===== config.mk =====
export PLATFORM = sky130hd
export DESIGN_NAME = snake_step_flat
export DESIGN_NICKNAME = d
export VERILOG_FILES = /design/src/rtl/snake_step_if.sv /design/src/rtl/snake_step.sv /design/src/flat_wrapper.sv
export SDC_FILE = /design/constraint.sdc
export NUM_CORES = 1
export LEC_CHECK = 0
export CORE_MARGIN = 1
export CORE_UTILIZATION = 40
export DETAILED_ROUTE_END_ITERATION = 8
export DONT_BUFFER_PORTS = 1
export GPL_ROUTABILITY_DRIVEN = 1
export PLACE_DENSITY = 0.57
export SLEW_MARGIN = 25
export SYNTH_ARGS = -nofsm -noshare
export SYNTH_HDL_FRONTEND = slang
export SYNTH_SLANG_ARGS = --single-unit

===== constraint.sdc =====
create_clock -name clk -period 4.7 [get_ports clk]
set_input_delay 0.94 -clock clk [delete_from_list [all_inputs] [get_ports clk]]
set_output_delay 0.94 -clock clk [all_outputs]
set_load 0.01 [all_outputs]

===== src/rtl/snake_step_if.sv =====
// snake_pkg: shared heading type used by the steering logic and snake_step.
// snake_step_if: tick/steering inputs and head/tail/status outputs of snake_step.
//   master: drives clk_divided, dir, grow; observes the rest.
//   slave : snake_step itself.
package snake_pkg;
  typedef enum logic [1:0] {
    UP    = 2'd0,
    RIGHT = 2'd1,
    DOWN  = 2'd2,
    LEFT  = 2'd3
  } direction;
endpackage

interface snake_step_if #(
  parameter int GRID_W  = 32,
  parameter int GRID_H  = 24,
  parameter int MAX_LEN = 64
);
  import snake_pkg::*;

  localparam int XW = $clog2(GRID_W);
  localparam int YW = $clog2(GRID_H);
  localparam int LW = $clog2(MAX_LEN + 1);

  logic          clk_divided;
  direction      dir;
  logic          grow;
  logic [XW-1:0] head_x;
  logic [YW-1:0] head_y;
  logic [XW-1:0] tail_x;
  logic [YW-1:0] tail_y;
  logic          tail_valid;
  logic [LW-1:0] length;
  logic          step_done;
  logic          dead;

  modport master (
    output clk_divided, dir, grow,
    input  head_x, head_y, tail_x, tail_y, tail_valid, length, step_done, dead
  );

  modport slave (
    input  clk_divided, dir, grow,
    output head_x, head_y, tail_x, tail_y, tail_valid, length, step_done, dead
  );
endinterface


===== src/rtl/snake_step.sv =====
// snake_step: advances the snake head one cell per game tick (falling edge of
// clk_divided), keeps the body in a circular buffer, reports the vacated tail
// cell and scans the body for self-collision.
// Ports: clk, rst (sync, active high); bus (snake_step_if.slave):
//   in  clk_divided, dir, grow
//   out head_x, head_y, tail_x, tail_y, tail_valid, length, step_done, dead
module snake_step #(
  parameter int GRID_W   = 32,
  parameter int GRID_H   = 24,
  parameter int MAX_LEN  = 64,
  parameter int INIT_LEN = 3,
  parameter int INIT_X   = 16,
  parameter int INIT_Y   = 12
) (
  input logic         clk,
  input logic         rst,
  snake_step_if.slave bus
);
  import snake_pkg::*;

  localparam int XW = $clog2(GRID_W);
  localparam int YW = $clog2(GRID_H);
  localparam int LW = $clog2(MAX_LEN + 1);
  localparam int PW = (MAX_LEN > 1) ? $clog2(MAX_LEN) : 1;

  typedef enum logic [1:0] {
    S_IDLE,
    S_MOVE,
    S_SCAN,
    S_DONE
  } state_t;

  state_t        state, state_nx;
  logic          clk_div_prev;
  logic          tick;

  logic [XW-1:0] body_x [MAX_LEN];
  logic [YW-1:0] body_y [MAX_LEN];
  logic [PW-1:0] head_ptr, tail_ptr, scan_ptr;
  logic [PW-1:0] new_head_ptr, new_tail_ptr;
  logic [LW-1:0] len, new_len, scan_cnt;

  direction      last_dir, eff_dir;
  logic [XW-1:0] head_x_r, nx_x, tail_x_r;
  logic [YW-1:0] head_y_r, nx_y, tail_y_r;
  logic          grow_pending, do_grow;
  logic          dead_r, tail_valid_r, hit;

  function automatic logic [PW-1:0] ptr_inc(input logic [PW-1:0] p);
    return (p == PW'(MAX_LEN - 1)) ? '0 : p + 1'b1;
  endfunction

  // Datapath for the MOVE step and the per-entry scan compare.
  always_comb begin
    tick    = clk_div_prev & ~bus.clk_divided;
    eff_dir = (bus.dir == direction'(last_dir ^ 2'b10)) ? last_dir : bus.dir;
    nx_x    = head_x_r;
    nx_y    = head_y_r;
    case (eff_dir)
      UP:      nx_y = (head_y_r == '0) ? YW'(GRID_H - 1) : head_y_r - 1'b1;
      DOWN:    nx_y = (head_y_r == YW'(GRID_H - 1)) ? '0 : head_y_r + 1'b1;
      LEFT:    nx_x = (head_x_r == '0) ? XW'(GRID_W - 1) : head_x_r - 1'b1;
      default: nx_x = (head_x_r == XW'(GRID_W - 1)) ? '0 : head_x_r + 1'b1;
    endcase
    do_grow      = grow_pending && (len < LW'(MAX_LEN));
    new_len      = do_grow ? len + 1'b1 : len;
    new_head_ptr = ptr_inc(head_ptr);
    new_tail_ptr = do_grow ? tail_ptr : ptr_inc(tail_ptr);
    hit          = (body_x[scan_ptr] == head_x_r) && (body_y[scan_ptr] == head_y_r);
  end

  always_comb begin
    state_nx = state;
    case (state)
      S_IDLE:  if (tick && !dead_r) state_nx = S_MOVE;
      S_MOVE:  state_nx = S_SCAN;
      S_SCAN:  if (scan_cnt == LW'(1)) state_nx = S_DONE;
      default: state_nx = S_IDLE;
    endcase
  end

  always_ff @(posedge clk) begin
    if (rst) begin
      state        <= S_IDLE;
      clk_div_prev <= 1'b0;
      last_dir     <= UP;
      grow_pending <= 1'b0;
      dead_r       <= 1'b0;
      tail_valid_r <= 1'b0;
      tail_x_r     <= '0;
      tail_y_r     <= '0;
      head_x_r     <= XW'(INIT_X);
      head_y_r     <= YW'(INIT_Y);
      head_ptr     <= PW'(INIT_LEN - 1);
      tail_ptr     <= '0;
      len          <= LW'(INIT_LEN);
      scan_ptr     <= '0;
      scan_cnt     <= '0;
      // Slot 0 holds the tail, slot INIT_LEN-1 the head.
      for (int unsigned i = 0; i < MAX_LEN; i++) begin
        if (i < INIT_LEN) begin
          body_x[i] <= XW'(INIT_X);
          body_y[i] <= YW'(INIT_Y + INIT_LEN - 1 - int'(i));
        end else begin
          body_x[i] <= '0;
          body_y[i] <= '0;
        end
      end
    end else begin
      state        <= state_nx;
      clk_div_prev <= bus.clk_divided;
      tail_valid_r <= 1'b0;
      // A grow arriving in the MOVE cycle itself is kept for the next step.
      if (bus.grow)
        grow_pending <= 1'b1;
      else if (state == S_MOVE)
        grow_pending <= 1'b0;

      case (state)
        S_MOVE: begin
          last_dir               <= eff_dir;
          head_x_r               <= nx_x;
          head_y_r               <= nx_y;
          head_ptr               <= new_head_ptr;
          body_x[new_head_ptr]   <= nx_x;
          body_y[new_head_ptr]   <= nx_y;
          len                    <= new_len;
          tail_ptr               <= new_tail_ptr;
          if (!do_grow) begin
            tail_valid_r <= 1'b1;
            tail_x_r     <= body_x[tail_ptr];
            tail_y_r     <= body_y[tail_ptr];
          end
          // Scan walks from the surviving tail up to the entry behind the head.
          scan_ptr <= new_tail_ptr;
          scan_cnt <= new_len - 1'b1;
        end
        S_SCAN: begin
          if (hit) dead_r <= 1'b1;
          scan_ptr <= ptr_inc(scan_ptr);
          scan_cnt <= scan_cnt - 1'b1;
        end
        default: ;
      endcase
    end
  end

  assign bus.head_x     = head_x_r;
  assign bus.head_y     = head_y_r;
  assign bus.tail_x     = tail_x_r;
  assign bus.tail_y     = tail_y_r;
  assign bus.tail_valid = tail_valid_r;
  assign bus.length     = len;
  assign bus.step_done  = (state == S_DONE);
  assign bus.dead       = dead_r;
endmodule


===== src/flat_wrapper.sv =====
// flat-port wrapper written by rule: the top's interface ports become plain ports
module snake_step_flat import snake_pkg::*;
#(
  parameter int GRID_W   = 32,
  parameter int GRID_H   = 24,
  parameter int MAX_LEN  = 64,
  parameter int INIT_LEN = 3,
  parameter int INIT_X   = 16,
  parameter int INIT_Y   = 12
)
  (clk, rst, bus_clk_divided, bus_dir, bus_grow, bus_head_x, bus_head_y, bus_tail_x, bus_tail_y, bus_tail_valid, bus_length, bus_step_done, bus_dead);
  snake_step_if #(.GRID_W(GRID_W), .GRID_H(GRID_H), .MAX_LEN(MAX_LEN)) bus_i ();
  input logic clk;
  input logic rst;
  input wire logic [$bits(bus_i.clk_divided)-1:0] bus_clk_divided;
  input wire logic [$bits(bus_i.dir)-1:0] bus_dir;
  input wire logic [$bits(bus_i.grow)-1:0] bus_grow;
  output wire logic [$bits(bus_i.head_x)-1:0] bus_head_x;
  output wire logic [$bits(bus_i.head_y)-1:0] bus_head_y;
  output wire logic [$bits(bus_i.tail_x)-1:0] bus_tail_x;
  output wire logic [$bits(bus_i.tail_y)-1:0] bus_tail_y;
  output wire logic [$bits(bus_i.tail_valid)-1:0] bus_tail_valid;
  output wire logic [$bits(bus_i.length)-1:0] bus_length;
  output wire logic [$bits(bus_i.step_done)-1:0] bus_step_done;
  output wire logic [$bits(bus_i.dead)-1:0] bus_dead;
  assign bus_i.clk_divided = bus_clk_divided;
  assign bus_i.dir = bus_dir;
  assign bus_i.grow = bus_grow;
  assign bus_head_x = bus_i.head_x;
  assign bus_head_y = bus_i.head_y;
  assign bus_tail_x = bus_i.tail_x;
  assign bus_tail_y = bus_i.tail_y;
  assign bus_tail_valid = bus_i.tail_valid;
  assign bus_length = bus_i.length;
  assign bus_step_done = bus_i.step_done;
  assign bus_dead = bus_i.dead;
  snake_step #(.GRID_W(GRID_W), .GRID_H(GRID_H), .MAX_LEN(MAX_LEN), .INIT_LEN(INIT_LEN), .INIT_X(INIT_X), .INIT_Y(INIT_Y)) u_core (.clk(clk), .rst(rst), .bus(bus_i));
endmodule

==> impl_results.md, run 1 <==
- Status: finished, final reports clean
- Internal cell power: about 13 mW
- Clock Pin Slew Worst Setup and Hold Paths: roughly 0.06 ns
- Setup TNS: 0 ns
- Worst Setup End Kind: register
- Placer Congestion: around 0.94
- CP top delay family: simple AND/OR/NAND/NOR gates
- Clock power share: 30.2%
- Commonest cells after routing, fill and taps aside: nor2_1 (709), edfxtp_1 (640), mux4_2 (314), nand2_1 (194)
- WHS Path Cells: 1
- Synth Area in Adders: 0.5352%
- Initial drt markers: approximately 3500
- Wire per inst: about 32 um
- Mux cell area share after synthesis: around a quarter
- Netlist cell types: 77
- Post-CTS sizing: 0
- Initial antenna violation count: 4
- Remaining antenna violation count after routing: 0
- Main synth FF type: edfxtp_1
- Sequential Area: between 0.02 and 0.025 mm^2
- Fmax: between 200 and 300 MHz
- Mean post-synth cell area: approximately 13 um^2
- Core region area: 0.09208 mm^2
- Clock Tree Buf Depth: 3
- Post-Synthesis Cells: 2845
- Skew-Pair Late Insertion Delay: ~0.64 ns
- Worst Path Required: roughly 5.2 ns
- Post-Synth XOR/XNOR Area: less than 1%
- Root buffer cell: clkbuf_16
- Post-Syn Area: approximately 0.037 mm^2
- Crit path depth: 10
- Sw Pwr: 7.411 mW
- Net count after synthesis: 2867
- Top post-synthesis cells by area: edfxtp_1 (51%), mux4_2 (19%), nor2_1 (7.1%), dfxtp_1 (3.5%), mux2i_1 (2.1%)
- RSZ-0062 raised after global routing: no
- Async SR Flop Fraction: 0%
- CP startpoint kind: register
- Largest area contributor in the netlist: edfxtp_1
- Final setup fails: 0
- Number of synthesized flops with an enable pin: 640
- Crit path cell chain: buf_12 -> buf_4 -> nor2b_2 -> a32oi_1 -> nand4_1 -> o21ai_1 -> nor3b_1 -> nor4_1 -> nand4_1 -> o41ai_2
- Min-Delay Path Class: in2reg
- Die ar.: about 0.095 mm^2
- Max_slew headroom: between 20 and 30%
- Fin Clk Skew: approximately 0.027 ns
- Row count: between 100 and 150
- Worst Path Arrival: ~4.5 ns
- Sw Ratio: between 30% and 40%
- First-pass GRT wire length: approximately 180 mm
- Final #Nets: ~2800
- Pin count of the biggest net entering global routing: approximately 130
- DR vias: about 26000
- Die Ht: approximately 300 um
- DRC violations left: 0
- Post-CTS Setup Inserts: 0
- Crit path top cell by count: nand4_1
- Dpl cells: around 3900
- Gate power share: 32.0%
- Sequential element share of the synthesized area: 54.92%
- PwrDens: 501.0 mW/mm^2
- Multi-input logic area: between 0.015 and 0.02 mm^2
- Worst path slowest cell: dfxtp_4
- Layout filler cell count: 8134
- TritonRoute pass-1 iters: 6
- IO Pins: 36
- Final period utilization: between 80% and 90%
- Die width: just over 300 um
- Hpwl dp: approximately 86 mm
- Largest fanout on the critical path: 32
- Seq pwr share: a little under two fifths
- Hold buffers post-CTS: 0
- Register bit total from synthesis: between 700 and 800
- Number of buffers created by CTS: 80
- Crit path kind: reg2reg
- Reg2Reg Depth: 10
- Largest family of logic cells by synthesized area: multiplexers
- Most common cell after layout, fill and taps aside: nor2_1
- Layout cells sized above 1: 21.01%
- Worst-Margin Slew: ~1.1 ns
- Area share of the largest cell type after synthesis: 51.38%
- CP bufs+invs: 2
- Fin. max-slew vios: 0
- Synth Area in Compound Gates: 4.228%
- Htree depth: 3
- Final worst slack: around 0.76 ns
- Max VDD drop: 0.0003228 V
- Fin crit period: 3.938 ns
- Slowest stage delay, CP: 0.87 ns
- Place WS: 0.6187 ns
- Vias per std cell: between 6 and 7
- Yosys warns: 0
- Sink Count: 706
- Leakage: around 14 nW
- Vias in the first global route: approximately 25000
- Total power: between 20 and 25 mW
- Total GRT Usage: ~27%
- Area delta synth->final: 10.47%
- WHS: roughly 0.37 ns
- Final std cells w/o fill: between 4000 and 5000
- Max Cap Violations: 0
- Initial Util: 40.62%
- Post-Route WL: around 130 mm
- Post-Synth Simple-Gate Area: about 13%
- Grt ovf: 0
- Buffers on Ports: 0
- Fin. Hold Viols: 0
- CTS tree: built
[cells in the mapped netlist (all sizes together) (5+ instances only)]
library cell,count
nor2,711
edfxtp,640
mux4,338
clkbuf,196
nand2,194
buf,91
mux2i,77
nand2b,77
dfxtp,66
a21oi,53
a22oi,37
o21ai,35
nand3,32
nor3,22
inv,21
mux2,20
a211oi,17
xnor2,17
ha,16
nand4,15
nor2b,15
xor2,11
o22ai,9
and2,8
and3,8
or3,8
a22o,7
a31oi,7
o211ai,7
or2,7
a221oi,6
o31ai,6
nor3b,5
[power by group through the flow]
stage | Combinational, mW | Sequential, mW | Clock (mW)
floorplan | 4.41 | 7.49 | 0
CTS | 6.54 | 7.79 | 6.30
finish | 6.63 | 7.81 | 6.26
global placement | 6.48 | 7.90 | 0
global route | 6.84 | 7.85 | 6.52
detailed placement | 6.53 | 7.92 | 0
[layer usage]
| metal | vias up | global-route usage, % | wire length (um) |
|---|---|---|---|
| met4 | 6 | 10.60 | 5654 |
| met5 | - | 0 | 37 |
| met1 | 13460 | 36.24 | 48870 |
| met2 | 1648 | 42.34 | 59050 |
| met3 | 269 | 6.084 | 14240 |
| li1 | 10500 | - | - |
[per-stage QoR]
| step | cell area (um^2) | util (%) |
|---|---|---|
| final | 41320 | 44.87 |
| after global routing | 41310 | 44.87 |
| after CTS | 41310 | 44.86 |
| after detailed placement | 38740 | 42.07 |
| after global placement | 38730 | 42.06 |
| after floorplan | 37400 | - |
[final cells by class]
type | instances | area share [%]
diodes | 2 | 0.01211
clock buffers | 109 | 5.445
repair buffers | 102 | 2.377
well taps | 1243 | 3.764
inverters | 21 | 0.1908
flip-flops and latches | 706 | 49.77
multi-input cells | 1831 | 37.67
clock inverters | 35 | 0.7752
[cell families after synthesis]
| logic type | Yosys count |
|---|---|
| adder cells (fa/ha/maj) | 16 |
| flip-flops | 706 |
| AO/OA/AOI/OAI | 229 |
| buffers and inverters | 308 |
| multiplexers | 435 |
| AND/OR/NAND/NOR | 1123 |
| XOR/XNOR | 28 |
[sequential cells by signal (all words and copies together) (netlist names), 6 cells and up, named ones only]
| signal | flops |
|---|---|
| u_core.body_x | 320 |
| u_core.body_y | 320 |
| u_core.bus.length | 7 |
| u_core.scan_cnt | 7 |
| u_core.head_ptr | 6 |
| u_core.scan_ptr | 6 |
| u_core.tail_ptr | 6 |
[final timing paths]
path                                         from                              end  slack (ns)
setup / recovery                         register     u_core.bus.dead$_SDFFE_PP0P_        0.76
hold / removal                                rst  u_core.last_dir[1]$_SDFFE_PP0P_        0.37
setup reg to reg                         register     u_core.bus.dead$_SDFFE_PP0P_        0.76
hold reg to reg   u_core.last_dir[0]$_SDFFE_PP0P_  u_core.last_dir[0]$_SDFFE_PP0P_        0.48
No activity file was read; power rests on OpenSTA's default activity.
==> run 2: changes to the inputs <==
==> constraint.sdc (replaced) <==
create_clock -name clk -period 4.1 [get_ports clk]
set_input_delay 0.82 -clock clk [delete_from_list [all_inputs] [get_ports clk]]
set_output_delay 0.82 -clock clk [all_outputs]
set_load 0.01 [all_outputs]
==> run 2 against run 1 <==
Against the previous run:
- final area grew 0.78%
- largest power group unchanged
- fmax grew 7.9%
- worst hold slack lost 0.12 ns
- first-iteration DRC count grew 12%
- global-route usage shrank 0.24 points
- cell count grew 1.1%
==> impl_results.md, run 2 (synthesis results as in run 1) <==
- Status: finished, final reports clean
- Largest fanout on the critical path: 32
- Crit path kind: reg2reg
- CP top delay family: simple AND/OR/NAND/NOR gates
- Total GRT Usage: a little over a quarter
- RSZ-0062 raised after global routing: no
- Slowest stage delay, CP: 0.76 ns
- Skew-Pair Late Insertion Delay: about 0.65 ns
- Fin Clk Skew: around 0.023 ns
- Initial Util: between 40 and 50%
- CTS tree: built
- Fin. Hold Viols: 0
- TritonRoute pass-1 iters: 6
- IO Pins: 36
- Top flop regs: u_core.body_x x320, u_core.body_y x320
- Die ar.: between 0.09 and 0.1 mm^2
- Final setup fails: 0
- Clock Tree Buf Depth: 3
- Die Ht: approximately 300 um
- Final Util: a little under half
- Hpwl dp: 86.42 mm
- Core region area: a little over 0.09 mm^2
- Row count: 111
- Max VDD drop: roughly 0.0004 V
- Leakage: between 10 and 15 nW
- Max_slew headroom: roughly 28%
- Setup TNS: 0 ns
- Post-CTS Setup Inserts: 0
- DR vias: ~26000
- Sink Count: a little over 700
- Buffers on Ports: 0
- Vias in the first global route: 24930
- Clock Pin Slew Worst Setup and Hold Paths: approximately 0.060 ns
- Grt ovf: 0
- Wire per inst: 30.92 um
- PwrDens: about 570 mW/mm^2
- Commonest cells after routing, fill and taps aside: nor2_1 (710), edfxtp_1 (640), mux4_2 (314), nand2_1 (194), buf_4 (125)
- Worst path slowest cell: nor2_1
- Layout cells sized above 1: approximately 22%
- Vias per std cell: about 6.3
- Worst Setup End Kind: register
- Die width: between 300 and 400 um
- Worst Path Arrival: 4.19 ns
- Final #Nets: roughly 2800
- Dpl cells: 3945
- Post-CTS sizing: 0
- Fmax: 274.1 MHz
- Fin. max-slew vios: 0
- Crit path cell chain: buf_12 -> buf_4 -> nor2_1 -> a22oi_1 -> a311oi_1 -> or4_1 -> nor3b_1 -> nor4_1 -> nand4_1 -> o41ai_2
- Number of buffers created by CTS: slightly below 80
- Htree depth: 3
- Initial antenna violation count: 4
- Min-Delay Path Class: in2reg
- Worst Path Required: ~4.6 ns
- Hold buffers post-CTS: 0
- Root buffer cell: clkbuf_16
- Layout filler cell count: a little over 8000
- Final std cells w/o fill: roughly 4100
- Initial drt markers: between 3000 and 4000
- Pin count of the biggest net entering global routing: around 130
- Max Cap Violations: 0
- DRC violations left: 0
- CP bufs+invs: 2
- Post-Route WL: 126.5 mm
- Area delta synth->final: 11.33%
- Total power: 23.73 mW
- CP startpoint kind: register
- Fin crit period: between 3 and 4 ns
- Most common cell after layout, fill and taps aside: nor2_1
- Placer Congestion: approximately 0.97
- First-pass GRT wire length: roughly 180 mm
- Final period utilization: approximately nine tenths
- Remaining antenna violation count after routing: 0
- Worst-Margin Slew: between 1 and 1.5 ns
run 2: per-layer routing:
metal  wire length, um  GRT usage (%)  vias to the layer above
li1                  -              -                    10580
met5                21              0                        -
met3             14070          6.063                      252
met1             49360          36.96                    13280
met4              5227          10.22                        4
met2             57830          40.91                     1691
run 2: area by class of cell:
cell class,count,area [um^2],area share (%)
flip-flops and latches,706,20560,49.38
multi-input cells,1831,15560,37.37
clock buffers,95,2047,4.916
well taps,1243,1555,3.735
repair buffers,144,1319,3.167
clock inverters,48,508.0,1.220
inverters,21,78.83,0.1893
diodes,4,10.01,0.02404
run 2: final timing paths:
check | depth (start not counted) | from | slack (ns) | endpoint
max reg2reg | 10 | register | 0.45 | u_core.bus.dead$_SDFFE_PP0P_
min | 1 | rst | 0.25 | u_core.clk_div_prev$_SDFF_PP0_
min reg2reg | 2 | u_core.last_dir[0]$_SDFFE_PP0P_ | 0.48 | u_core.last_dir[0]$_SDFFE_PP0P_
max | 10 | register | 0.45 | u_core.bus.dead$_SDFFE_PP0P_
run 2: report_power, final:
part	leakage, nW	switching [mW]	total [mW]	internal, mW
Clock	1.23	3.03	7.12	4.09
Sequential	7.11	0.581	8.83	8.25
Combinational	5.35	4.90	7.78	2.89
Total	13.7	8.51	23.7	15.2
run 2: stage by stage:
stage               hold WS (ns)  instance area (um^2)  worst slack, ns
floorplan                 0.4571                 37400            1.166
global placement          0.4644                 39080           0.6778
detailed placement        0.4699                 39080           0.6232
CTS                       0.2301                 41630           0.5754
global route              0.2295                 41630           0.4177
finish                    0.2470                 41640           0.4514
run 2: worst register-to-register path: cells and delay by family, from the launching register on:
kind	cells	cell delay (ns)
flops	1	0.49
buf+inv	2	0.50
simple gates	5	1.68
compound gates	3	0.88
